<file path="config.mk">
export PLATFORM = sky130hd
export DESIGN_NAME = key_sched
export DESIGN_NICKNAME = d
export VERILOG_FILES = /design/src/rtl/key_sched.sv
export SDC_FILE = /design/constraint.sdc
export NUM_CORES = 1
export LEC_CHECK = 0
export BUFFER_PORTS_ARGS = -buffer_cell sky130_fd_sc_hd__buf_2
export CAP_MARGIN = 20
export CORE_ASPECT_RATIO = 1.2
export CORE_MARGIN = 2
export CORE_UTILIZATION = 40
export DETAILED_ROUTE_END_ITERATION = 6
export GPL_TIMING_DRIVEN = 0
export MAX_ROUTING_LAYER = met4
export SLEW_MARGIN = 40
export SYNTH_ARGS = -nofsm -noshare
export SYNTH_HDL_FRONTEND = slang
export SYNTH_SLANG_ARGS = --single-unit
</file>
<file path="constraint.sdc">
create_clock -name clk -period 1.7 [get_ports clk]
set_clock_uncertainty 0.2 [all_clocks]
set_input_delay 0.085 -clock clk [delete_from_list [all_inputs] [get_ports clk]]
set_output_delay 0.085 -clock clk [all_outputs]
set_load 0.005 [all_outputs]
</file>
<file path="src/rtl/key_sched.sv">
// Three-key schedule loader and phase-sequenced key presenter for a locked downstream FSM.
// Optional macro KEY_SCHED_LOCKOUT_EN makes the key schedule write-once per reset.
module key_sched (
    input  logic       clk,
    input  logic       rst,
    input  logic       load_start,
    input  logic       load_valid,
    input  logic [9:0] load_data,
    output logic       load_ready,
    input  logic       start,
    input  logic       stop,
    output logic [9:0] keyout,
    output logic       key_valid,
    output logic [1:0] slot,
    output logic       err
);

    typedef enum logic [1:0] {
        IDLE  = 2'd0,
        LOAD  = 2'd1,
        ARMED = 2'd2,
        RUN   = 2'd3
    } state_t;

    state_t     state_r;
    logic [1:0] idx_r;
    logic [2:0] phase_r;
    logic [9:0] key_r [0:2];
    logic       err_r;
    logic       reload_ok_s;
    logic       err_set_s;
    logic [1:0] slot_s;

`ifdef KEY_SCHED_LOCKOUT_EN
    logic armed_seen_r;

    assign reload_ok_s = ~armed_seen_r;

    // Remembers that a full schedule was armed since reset; set on the third accepted word.
    always_ff @(negedge clk or negedge rst) begin
        if (!rst) begin
            armed_seen_r <= 1'b0;
        end else if ((state_r == LOAD) && load_valid && !load_start && (idx_r == 2'd2)) begin
            armed_seen_r <= 1'b1;
        end else begin
            armed_seen_r <= armed_seen_r;
        end
    end
`else
    assign reload_ok_s = 1'b1;
`endif

    // Protocol violations: stray key words, start before a schedule is armed, locked-out reloads.
    always_comb begin
        err_set_s = 1'b0;
        if (load_valid && (state_r != LOAD)) begin
            err_set_s = 1'b1;
        end else if (start && (state_r != ARMED) && (state_r != RUN)) begin
            err_set_s = 1'b1;
        end else if (load_start && !reload_ok_s) begin
            err_set_s = 1'b1;
        end else begin
            err_set_s = 1'b0;
        end
    end

    // Main sequencer: loading, arming and the six-phase run window.
    always_ff @(negedge clk or negedge rst) begin
        if (!rst) begin
            state_r  <= IDLE;
            idx_r    <= 2'd0;
            phase_r  <= 3'd0;
            key_r[0] <= 10'd0;
            key_r[1] <= 10'd0;
            key_r[2] <= 10'd0;
            err_r    <= 1'b0;
        end else begin
            err_r <= err_r | err_set_s;
            case (state_r)
                IDLE: begin
                    if (load_start && reload_ok_s) begin
                        state_r <= LOAD;
                        idx_r   <= 2'd0;
                    end else begin
                        state_r <= IDLE;
                    end
                end
                LOAD: begin
                    // A restart takes priority over a word offered in the same cycle.
                    if (load_start && reload_ok_s) begin
                        idx_r <= 2'd0;
                    end else if (load_valid) begin
                        key_r[idx_r] <= load_data;
                        if (idx_r == 2'd2) begin
                            state_r <= ARMED;
                            idx_r   <= 2'd0;
                        end else begin
                            idx_r <= idx_r + 2'd1;
                        end
                    end else begin
                        idx_r <= idx_r;
                    end
                end
                ARMED: begin
                    if (load_start && reload_ok_s) begin
                        state_r <= LOAD;
                        idx_r   <= 2'd0;
                    end else if (start) begin
                        state_r <= RUN;
                        phase_r <= 3'd0;
                    end else begin
                        state_r <= ARMED;
                    end
                end
                RUN: begin
                    if (load_start && reload_ok_s) begin
                        state_r <= LOAD;
                        idx_r   <= 2'd0;
                        phase_r <= 3'd0;
                    end else if (stop) begin
                        state_r <= ARMED;
                        phase_r <= 3'd0;
                    end else if (start || (phase_r == 3'd5)) begin
                        phase_r <= 3'd0;
                    end else begin
                        phase_r <= phase_r + 3'd1;
                    end
                end
                default: begin
                    state_r <= IDLE;
                    idx_r   <= 2'd0;
                    phase_r <= 3'd0;
                end
            endcase
        end
    end

    // Outputs decode straight from registered state/phase so the key settles before the consumer samples.
    always_comb begin
        load_ready = (state_r == LOAD);
        key_valid  = (state_r == RUN);
        keyout     = 10'd0;
        if (state_r == RUN) begin
            slot_s = phase_r[2:1];
            case (slot_s)
                2'd0:    keyout = key_r[0];
                2'd1:    keyout = key_r[1];
                2'd2:    keyout = key_r[2];
                default: keyout = 10'd0;
            endcase
        end else begin
            slot_s = 2'd0;
        end
    end

    assign slot = slot_s;
    assign err  = err_r;

endmodule
</file>
==> results.yml <==
drt:
  wire_per_inst_um: 16.9
  ant_nets: 0
  dr_total_vias: 1426
  drc: 0
  drtIter0Drc: 53
  totalWireLength_mm: 4.73
  dr.pass1.iters: 4
  via_per_inst: 5.11
final_layout:
  final_common_cell: "dfrtn_1"
  finalNetCount: 238
  drive_gt1_share_pct: 67.0
  final_util_pct: 62.4
  mostFrequentLayoutCells: "38 x dfrtn_1, 26 x mux2_4, 25 x buf_2, 15 x buf_6"
  num_antenna_cells: 0
  syn2layout_area_growth_pct: 51.0
critical_path:
  start_kind: "register"
  rrSetupSlack_ns: -0.55
  endpoint_kind: "output port"
  reg2reg_depth: 8
  r2r-end: "key_r[27]"
  cp_max_fo: 4
  r2r_start: "state_r[0]"
  crit_end: "keyout[9]"
  crit_start: "phase_r[2]"
  cp.arrival_ns: 2.33
  path_class: "reg2out"
  worst_ep_required_time_ns: 1.41
placed_design:
  io_buffers: 30
  hpwlAfterDp_mm: 2.74
  gp_congestion: 0.712
sta:
  rsz0062_at_grt: "yes"
  fin_ws_ns: -0.916
  hold_viol_final: 0
  slew_violations: 0
  relSlewSlack_pct: 67.4
  fin_setup_tns_ns: -25.63
  setup_viol: 47
  tightest_slew_ns: 0.488
global_route:
  grt_antenna_before_repair: 0
  grt_first_pass_wirelength_mm: 7.78
  overflow: 0
  grtUsageTotal_pct: 20.5
  grt_start_max_net_pins: 39
  grt_pass1_vias: 1544
power:
  powerDensity_nw_per_um2: 1040
  ir_drop_mv: 0.404
  p_leak_nw: 1.40
synthesis:
  syn_area_um2: 1880
  synth_seq_cells: 38
  syn_avg_cell_area_um2: 12.0
  syn_inst: 157
  yosysWarnings: 0
  synth-seq-area-share_pct: 50.5
  ys_types: 29
  synth_fp_nets: 175
clock_tree:
  cts_tree: "yes"
  path_clk_slew_ns: 0.05
  root_buffer: "clkbuf_8"
  cts_hold_buffers: 0
  clkSinkCount: 38
  clockBufferDepth: 2
  numCtsBuffers: 5
  clock_latency_ns: 0.29
  htree_num_levels: 2
hold_path:
  hp-class: "reg2reg"
  hp-start: "err"
run_status:
  status: "complete, but fails checks"
  violations: "setup timing"
floorplan:
  initial_utilization_pct: 41.3
  dieWidth_um: 66.7
  core_um2: 4560
  rows: 27
  io_pins: 31
  die_y_um: 79.2
  dieArea_um2: 5280
job:
  cap_violations: 0
[Yosys cell counts]
library cell,count,share of area [%]
ha_1,2,1.3
buf_2,2,0.53
dfrtn_1,38,50
buf_4,1,0.40
a221o_1,1,0.53
or4b_4,1,0.73
buf_6,2,1.2
mux2_1,6,3.6
inv_1,4,0.80
clkbuf_1,5,1.0
mux2_2,25,15
o21ai_0,2,0.53
nand4b_1,1,0.46
mux2_4,9,7.2
o22ai_1,1,0.33
a21oi_1,14,3.7
a41oi_1,1,0.46
o211a_1,1,0.53
o21a_1,1,0.40
nor2b_1,5,1.7
nand2_1,23,4.6
a21bo_2,2,1.1
nand2b_1,2,0.66
nor4bb_1,1,0.53
mux2i_1,1,0.53
nand4_1,1,0.33
and3_1,1,0.33
or4_4,1,0.60
nor2_1,3,0.60
[worst max-delay path, stage by stage, from the launching register on]
cell	delay, ns
dfrtn_1	0.39
clkbuf_8	0.14
buf_6	0.12
mux2_4	0.31
nand2_4	0.06
a21oi_2	0.04
buf_2	0.12
[power by group]
| part | total (mW) | leakage (nW) | switching [mW] | internal [mW] |
|---|---|---|---|---|
| Sequential | 1.34 | 0.468 | 0.155 | 1.19 |
| Combinational | 0.979 | 0.886 | 0.386 | 0.592 |
| Clock | 0.632 | 0.0482 | 0.305 | 0.327 |
[layer usage]
layer	global-route usage [%]	vias to the layer above	part of all wire (%)
met5	-	-	0
li1	-	670	-
met3	3.68	9	2.7
met4	6.53	0	2.3
met2	35.0	27	51
met1	24.4	720	44
[sequential cells by signal, summed over array words and instances (netlist names)]
signal,cells
err,1
idx_r,2
key_r,30
phase_r,3
state_r,2
[metrics by stage]
step / power [mW] / cell area [µm²] / hold WS, ns / worst slack, ns / std cells
3_3_place_gp: 2.12 / 2340 / 0.226 / -0.858 / 245
5_1_grt: 3.12 / 2850 / 0.266 / -0.981 / 279
4_1_cts: 2.92 / 2800 / 0.236 / -0.920 / 277
2_1_floorplan: 1.98 / 2110 / 0.225 / -0.657 / 157
3_5_place_dp: 2.17 / 2340 / 0.234 / -0.867 / 245
6_report: 2.95 / 2850 / 0.232 / -0.916 / 279
[worst min-delay path by stage]
stage	cells past startpoint	to	slack (ns)
4_1_cts	2	err	0.24
2_1_floorplan	1	key_r[20]	0.23
6_report	2	err	0.23
3_3_place_gp	2	err	0.23
5_1_grt	1	key_r[24]	0.27
3_5_place_dp	2	err	0.23
[kinds of logic (layout without fill, tap and decap cells)]
kind of cell    after synthesis  count (layout)  share of synthesized area (%)
buf+inv                      14              78                           3.92
simple gates                 39              39                           10.5
flops                        38              38                           50.5
mux                          41              41                           26.2
fa+ha+maj                     2               2                           1.33
compound gates               23              23                           7.57
[repair_timing]
action	CTS	global route
setup endpoints to repair	50	49
gates resized for setup	36	12
pin swaps	13	4
cloned	4	1
setup buffers	21	2
[layout make-up]
type,instances,area (µm²)
buffer,10,156
clock buffer,7,86.3
clock inverter,1,5.00
fill,369,1720
inverter,4,20.0
multi-input combinational,105,1070
sequential,38,951
tap,58,72.6
timing repair buffer,56,479
Note: power is estimated with default switching activity, not from simulation.
